## config.mk

```make
export PLATFORM = sky130hd
export DESIGN_NAME = load_store_unit
export DESIGN_NICKNAME = d
export VERILOG_FILES = /design/src/rtl/load_store_unit.sv
export SDC_FILE = /design/constraint.sdc
export NUM_CORES = 1
export LEC_CHECK = 0
export CORE_ASPECT_RATIO = 0.8
export CORE_MARGIN = 2
export CORE_UTILIZATION = 49
export CTS_CLUSTER_SIZE = 10
export DETAILED_ROUTE_END_ITERATION = 12
export PLACE_DENSITY = 0.82
export SYNTH_ARGS = -nofsm -noshare
export SYNTH_HDL_FRONTEND = slang
export SYNTH_SLANG_ARGS = --single-unit
```

## constraint.sdc

```tcl
create_clock -name clk -period 4.9 [get_ports clk]
set_input_delay 0.98 -clock clk [delete_from_list [all_inputs] [get_ports clk]]
set_output_delay 0.98 -clock clk [all_outputs]
set_load 0.01 [all_outputs]
```

## src/rtl/load_store_unit.sv

```systemverilog
// load_store_unit: memory-stage load/store unit between execute and a
// word-organised data memory. One request in flight at a time; results return
// as a single-cycle response pulse.
//
// Build option: LSU_MISALIGN_EN
//   defined   - accesses crossing a word boundary are split into two word
//               accesses (ACC1 then ACC2) and merged on load.
//   undefined - such accesses fault at accept; ACC2 and the high half of the
//               load buffer are not built.
//
// state | meaning
// ------+-------------------------------------------------------------
// IDLE  | ready for a request; decodes faults on accept
// ACC1  | first (or only) word access at the word holding addr
// ACC2  | second word access at word 1 + 4 (split accesses only)
// RESP  | one-cycle response pulse with extended load data or error
module load_store_unit #(
   parameter int MEM_WORDS = 256
) (
   input  logic        clk,
   input  logic        rst,
   input  logic        req_valid,
   output logic        req_ready,
   input  logic        req_we,
   input  logic [2:0]  req_funct3,
   input  logic [31:0] req_addr,
   input  logic [31:0] req_wdata,
   output logic        resp_valid,
   output logic [31:0] resp_rdata,
   output logic        resp_err,
   output logic [31:0] mem_addr,
   output logic        mem_we,
   output logic [3:0]  mem_be,
   output logic [31:0] mem_wdata,
   input  logic [31:0] mem_rdata
);

   typedef enum logic [1:0] {
      ST_IDLE = 2'd0,
      ST_ACC1 = 2'd1,
      ST_ACC2 = 2'd2,
      ST_RESP = 2'd3
   } state_t;

   localparam logic [32:0] ADDR_LIMIT = 33'(MEM_WORDS) << 2;

   state_t      state_q, state_d;
   logic        we_q, we_d;
   logic [2:0]  funct3_q, funct3_d;
   logic [31:0] addr_q, addr_d;
   logic [31:0] wdata_q, wdata_d;
   logic        err_q, err_d;
   logic [31:0] buf_lo_q, buf_lo_d;
`ifdef LSU_MISALIGN_EN
   logic        misalign_q, misalign_d;
   logic [31:0] buf_hi_q, buf_hi_d;
`endif

   logic        accept;
   logic [2:0]  req_size;
   logic        req_legal;
   logic [32:0] req_last;
   logic        req_misalign;
   logic        misalign_fault;
   logic        req_fault;

   logic [3:0]  size_mask;
   logic [4:0]  lane_shamt;
   logic [3:0]  acc1_be;
   logic [31:0] acc1_wdata;
   logic [31:0] word1_addr;
   logic [63:0] load_buf;
   logic [31:0] load_raw;
   logic [31:0] load_ext;
`ifdef LSU_MISALIGN_EN
   logic [7:0]  wide_be;
   logic [63:0] wide_wdata;
   logic [3:0]  acc2_be;
   logic [31:0] acc2_wdata;
`endif

   assign accept = req_valid && (state_q == ST_IDLE);

   // Decode size, legality, range and alignment of the incoming request.
   always_comb begin
      case (req_funct3[1:0])
         2'b00:   req_size = 3'd1;
         2'b01:   req_size = 3'd2;
         default: req_size = 3'd4;
      endcase
      case (req_funct3)
         3'b000, 3'b001, 3'b010: req_legal = 1'b1;
         3'b100, 3'b101:         req_legal = !req_we;
         default:                req_legal = 1'b0;
      endcase
      req_last     = {1'b0, req_addr} + {30'b0, req_size} - 33'd1;
      req_misalign = ({2'b00, req_addr[1:0]} + {1'b0, req_size}) > 4'd4;
      req_fault    = !req_legal || (req_last >= ADDR_LIMIT) || misalign_fault;
   end

`ifdef LSU_MISALIGN_EN
   assign misalign_fault = 1'b0;
`else
   assign misalign_fault = req_misalign;
`endif

   // Byte-lane placement of the latched request.
   always_comb begin
      case (funct3_q[1:0])
         2'b00:   size_mask = 4'b0001;
         2'b01:   size_mask = 4'b0011;
         default: size_mask = 4'b1111;
      endcase
   end

   assign lane_shamt = {addr_q[1:0], 3'b000};
   assign word1_addr = {addr_q[31:2], 2'b00};

`ifdef LSU_MISALIGN_EN
   assign wide_be    = {4'b0000, size_mask} << addr_q[1:0];
   assign wide_wdata = {32'h0, wdata_q} << lane_shamt;
   assign acc1_be    = wide_be[3:0];
   assign acc2_be    = wide_be[7:4];
   assign acc1_wdata = wide_wdata[31:0];
   assign acc2_wdata = wide_wdata[63:32];
   assign load_buf   = {buf_hi_q, buf_lo_q};
`else
   assign acc1_be    = size_mask << addr_q[1:0];
   assign acc1_wdata = wdata_q << lane_shamt;
   assign load_buf   = {32'h0, buf_lo_q};
`endif

   assign load_raw = 32'(load_buf >> lane_shamt);

   // Sign- or zero-extend the aligned load bytes according to funct3.
   always_comb begin
      case (funct3_q)
         3'b000:  load_ext = {{24{load_raw[7]}}, load_raw[7:0]};
         3'b001:  load_ext = {{16{load_raw[15]}}, load_raw[15:0]};
         3'b100:  load_ext = {24'h0, load_raw[7:0]};
         3'b101:  load_ext = {16'h0, load_raw[15:0]};
         default: load_ext = load_raw;
      endcase
   end

   // Next-state and output decode; all outputs idle low by default.
   always_comb begin
      state_d    = state_q;
      req_ready  = 1'b0;
      resp_valid = 1'b0;
      resp_rdata = 32'h0;
      resp_err   = 1'b0;
      mem_addr   = 32'h0;
      mem_we     = 1'b0;
      mem_be     = 4'b0000;
      mem_wdata  = 32'h0;
      case (state_q)
         ST_IDLE: begin
            req_ready = 1'b1;
            if (req_valid) begin
               state_d = req_fault ? ST_RESP : ST_ACC1;
            end
         end
         ST_ACC1: begin
            mem_addr  = word1_addr;
            mem_we    = we_q;
            mem_be    = acc1_be;
            mem_wdata = acc1_wdata;
`ifdef LSU_MISALIGN_EN
            state_d   = misalign_q ? ST_ACC2 : ST_RESP;
`else
            state_d   = ST_RESP;
`endif
         end
`ifdef LSU_MISALIGN_EN
         ST_ACC2: begin
            mem_addr  = word1_addr + 32'd4;
            mem_we    = we_q;
            mem_be    = acc2_be;
            mem_wdata = acc2_wdata;
            state_d   = ST_RESP;
         end
`endif
         ST_RESP: begin
            resp_valid = 1'b1;
            resp_err   = err_q;
            resp_rdata = (err_q || we_q) ? 32'h0 : load_ext;
            state_d    = ST_IDLE;
         end
         default: state_d = ST_IDLE;
      endcase
   end

   // Request latch on accept and load-buffer capture during word accesses.
   always_comb begin
      we_d     = we_q;
      funct3_d = funct3_q;
      addr_d   = addr_q;
      wdata_d  = wdata_q;
      err_d    = err_q;
      buf_lo_d = buf_lo_q;
`ifdef LSU_MISALIGN_EN
      misalign_d = misalign_q;
      buf_hi_d   = buf_hi_q;
`endif
      if (accept) begin
         we_d     = req_we;
         funct3_d = req_funct3;
         addr_d   = req_addr;
         wdata_d  = req_wdata;
         err_d    = req_fault;
`ifdef LSU_MISALIGN_EN
         misalign_d = req_misalign;
`endif
      end
      if (state_q == ST_ACC1) begin
         buf_lo_d = mem_rdata;
      end
`ifdef LSU_MISALIGN_EN
      if (state_q == ST_ACC2) begin
         buf_hi_d = mem_rdata;
      end
`endif
   end

   // State and datapath registers with synchronous reset.
   always_ff @(posedge clk) begin
      if (rst) begin
         state_q  <= ST_IDLE;
         we_q     <= 1'b0;
         funct3_q <= 3'b000;
         addr_q   <= 32'h0;
         wdata_q  <= 32'h0;
         err_q    <= 1'b0;
         buf_lo_q <= 32'h0;
`ifdef LSU_MISALIGN_EN
         misalign_q <= 1'b0;
         buf_hi_q   <= 32'h0;
`endif
      end else begin
         state_q  <= state_d;
         we_q     <= we_d;
         funct3_q <= funct3_d;
         addr_q   <= addr_d;
         wdata_q  <= wdata_d;
         err_q    <= err_d;
         buf_lo_q <= buf_lo_d;
`ifdef LSU_MISALIGN_EN
         misalign_q <= misalign_d;
         buf_hi_q   <= buf_hi_d;
`endif
      end
   end

endmodule

```

==> results of run 1 <==
-- final timing paths --
| kind | from | to | slack, ps |
|---|---|---|---|
| worst max register to register | state_q[0] | err_q | 2760 |
| worst min-delay path | addr_q[17] | addr_q[17] | 450 |
| worst max-delay path | req_funct3[1] | err_q | 510 |
| worst min register to register | addr_q[17] | addr_q[17] | 450 |
-- cell usage after synthesis, types with 3 or more instances --
library cell and count:
nand2_1 266, a21oi_1 159, dfxtp_1 103, nor2_1 66, clkbuf_1 56, inv_1 48, and2_1 42, ha_1 37
mux2i_1 34, a211oi_1 33, o21ai_0 30, nor2b_1 19, o21a_1 14, buf_1 12, nor3_1 10, a21o_1 9
a31oi_1 7, o211ai_1 7, buf_2 6, nand3_1 6, nand4_1 6, or3_1 6, xnor2_1 6, xor2_1 6
and3_1 5, o21ai_1 5, o21bai_1 4, or2_2 3
-- kinds of logic (layout without fill, tap and decap cells) --
group	count (synthesis)	count (layout)	synth area share (%)
buffers and inverters	125	276	6.72
adder cells (fa/ha/maj)	39	39	6.96
flip-flops	103	103	28.5
AO/OA/AOI/OAI	296	296	24.6
XOR/XNOR	12	12	1.45
multiplexers	36	36	5.02
other	1	2	0.0519
AND/OR/NAND/NOR	439	439	26.7
-- metrics by stage --
| stage | setup WS (ps) | hold WS, ps | power, mW | cells |
|---|---|---|---|---|
| CTS | 560 | 452 | 2.35 | 1387 |
| floorplan | 986 | 432 | 1.36 | 1052 |
| global placement | 232 | 437 | 1.59 | 1371 |
| finish | 511 | 450 | 2.34 | 1387 |
| global route | 251 | 476 | 2.46 | 1387 |
| detailed placement | 179 | 442 | 1.59 | 1371 |
-- critical path, delay by kind of cell --
family          cells  cell delay, ps
compound gates      6            1240
fa+ha+maj           2             470
simple gates        4            1230
buf+inv             3             660
-- state kept, by name, summed over array words and instances (netlist names) --
signal / cells
wdata_q: 32
buf_lo_q: 32
funct3_q: 3
we_q: 1
addr_q: 32
state_q: 2
err_q: 1
-- where the power goes --
group / internal, mW / switching, mW
Clock: 0.402 / 0.351
Sequential: 0.889 / 0.0463
Combinational: 0.284 / 0.365
Total: 1.57 / 0.762
-- metal layers --
layer	up-vias	GRT usage, %	wire length [um]
met3	25	5.38	1580
met1	3525	40.2	10700
met5	-	0	0
li1	3846	-	-
met2	271	41.7	9560
met4	0	7.00	328
-- cell type report --
type | count | area share [%]
Sequential cell | 103 | 21.6
Multi-Input combinational cell | 824 | 49.0
Clock inverter | 7 | 0.823
Timing Repair Buffer | 212 | 21.9
Clock buffer | 9 | 2.35
Tap cell | 184 | 2.40
Inverter | 48 | 1.88
==> flow_metrics.py, run 1 <==
metrics = {
    "sta": {
        "hold_violations": 0,
        "timing.fmax_mhz": 228,
        "fin_crit_ps": 4390,
        "finClkSkew_ps": 5.04,
        "maxSlewViolCount": 0,
        "timing.slew.headroom_pct": 24.7,
        "layout_worst_path_cycle_share_pct": 89.6,
        "final-setup-viol-count": 0,
        "fin_setup_tns_ps": 0,
        "grt_setup_unrepaired": "false",
        "worst_pin_slew_ps": 1130,
    },
    "final_layout": {
        "sequential_standard_cell_area_um2": 2060,
        "area_delta_synth_final_pct": 32.5,
        "fill_cells": 1323,
        "drive_gt1_share_pct": 3.74,
        "antenna-diode-count": 0,
        "fin_area_um2": 9570,
        "final_core_util_pct": 66.7,
        "finish.net_count": 1340,
        "multiInputGateArea_um2": 4700,
        "mostFrequentLayoutCells": "265 x nand2_1, 203 x clkdlybuf4s50_1, 159 x a21oi_1, 101 x dfxtp_1, 66 x nor2_1",
        "final_common_cell": "nand2_1",
    },
    "yosys": {
        "ys_seq_elements": 103,
        "async_set_reset_flop_share_out_of_synthesis_pct": 0,
        "synth_warnings": 0,
        "synth_edf_count": 0,
        "count_of_different_cell_masters_after_synthesis": 61,
        "yosysSeqAreaShare_pct": 28.5,
        "post_synthesis_cell_count": 1051,
        "synthDominantCellAreaShare_pct": 28.5,
        "synth_top_cells_by_area": "dfxtp_1 29%, nand2_1 14%, a21oi_1 11%",
        "avgSynthCellArea_um2": 6.88,
        "synthesized_cell_area_um2": 7230,
        "synth_area_leader_cell": "dfxtp_1",
        "yosys_most_used_dff": "dfxtp_1",
    },
    "critical_path": {
        "worst-setup-path-type": "in2reg",
        "setup.worst_path.end_class": "flop",
        "crit_path_cell_trace": "clkdlybuf4s50_1, inv_1, nand2_1, ha_1, inv_1, ha_1, a21oi_1, nand4b_1, a21oi_1, o21ai_0, a21boi_0, o2111ai_1, or4_1, nor4b_2, a211oi_1",
        "r2r_worst_path_depth": 5,
        "crit_path_max_fanout": 5,
        "timing.critical_path.arrival_ps": 4580,
        "critPathLaunchType": "input pin",
        "crit_path_max_incr_delay_ps": 550,
        "worstPathRequired_ps": 5100,
        "crit_slowest_cell": "or4_1",
    },
    "floorplanning": {
        "coreArea_um2": 14300,
        "fp.dieArea_um2": 15700,
        "count_of_pins_on_the_block_boundary": 207,
        "std_cell_rows": 39,
        "die-height_um": 113,
        "initial_core_util_pct": 50.4,
        "die_width_um": 140,
    },
    "clock_network": {
        "clock_insertion_delay_worst_skew_ps": 360,
        "cts_resized": 0,
        "cts_max_level": 3,
        "clock_tree_from_tritoncts": "built",
        "cts_buffer_depth": 2,
        "cts_root_buffer": "clkbuf_16",
        "clkTransAtPathRegs_ps": 70,
        "clock_sinks": 103,
        "cts_hold_buf": 0,
        "post-cts-setup-buffer-count": 0,
        "numCtsBuffers": 9,
    },
    "min_path": {
        "hold_class": "reg2reg",
        "worstHoldPathCells": 2,
    },
    "place": {
        "detailedPlacementHpwl_um": 16000,
        "postPlaceCellArea_um2": 9270,
        "port_buffers": 204,
        "globalplace.congestion": 0.953,
    },
    "power": {
        "worst_ir_drop_vdd_mv": 0.224,
        "cellPowerDensity_nw_per_um2": 244,
        "leakage_nw": 3.64,
    },
    "route": {
        "vias_per_cell": 5.53,
        "wirelength_um": 22100,
        "vias": 7667,
        "avgRoutedWirePerCell_um": 15.9,
        "first_iter_violations": 639,
        "detail_route.drc_violations": 0,
        "detail-route-antenna-nets": 0,
        "drt_pre_antenna_iters": 5,
    },
    "global_route": {
        "grt.total_usage_pct": 27.5,
        "maximum_number_of_pins_on_one_net_before_global_route_repair": 103,
        "grt-ovfl-total": 0,
        "first_global_vias": 6885,
        "number_of_antenna_violations_at_the_first_check_in_global_routing": 0,
        "grt_pass1_wl_um": 35500,
    },
    "run": {
        "cap_viol_max_count": 0,
    },
    "outcome": {
        "run_status": "finished clean",
    },
}
Power figures use the tool's default switching activity.
==> inputs of run 2 (changes only) <==
Settings changed: HOLD_SLACK_MARGIN from default to 0.1.
==> results of run 2 <==
The final DEF is identical to that of run 1; final timing and power are the same.
==> inputs of run 3 (changes only) <==
Settings changed: HOLD_SLACK_MARGIN 0.1 to 0.12.
==> results of run 3 <==
The final DEF is identical to that of run 1; final timing and power are the same.
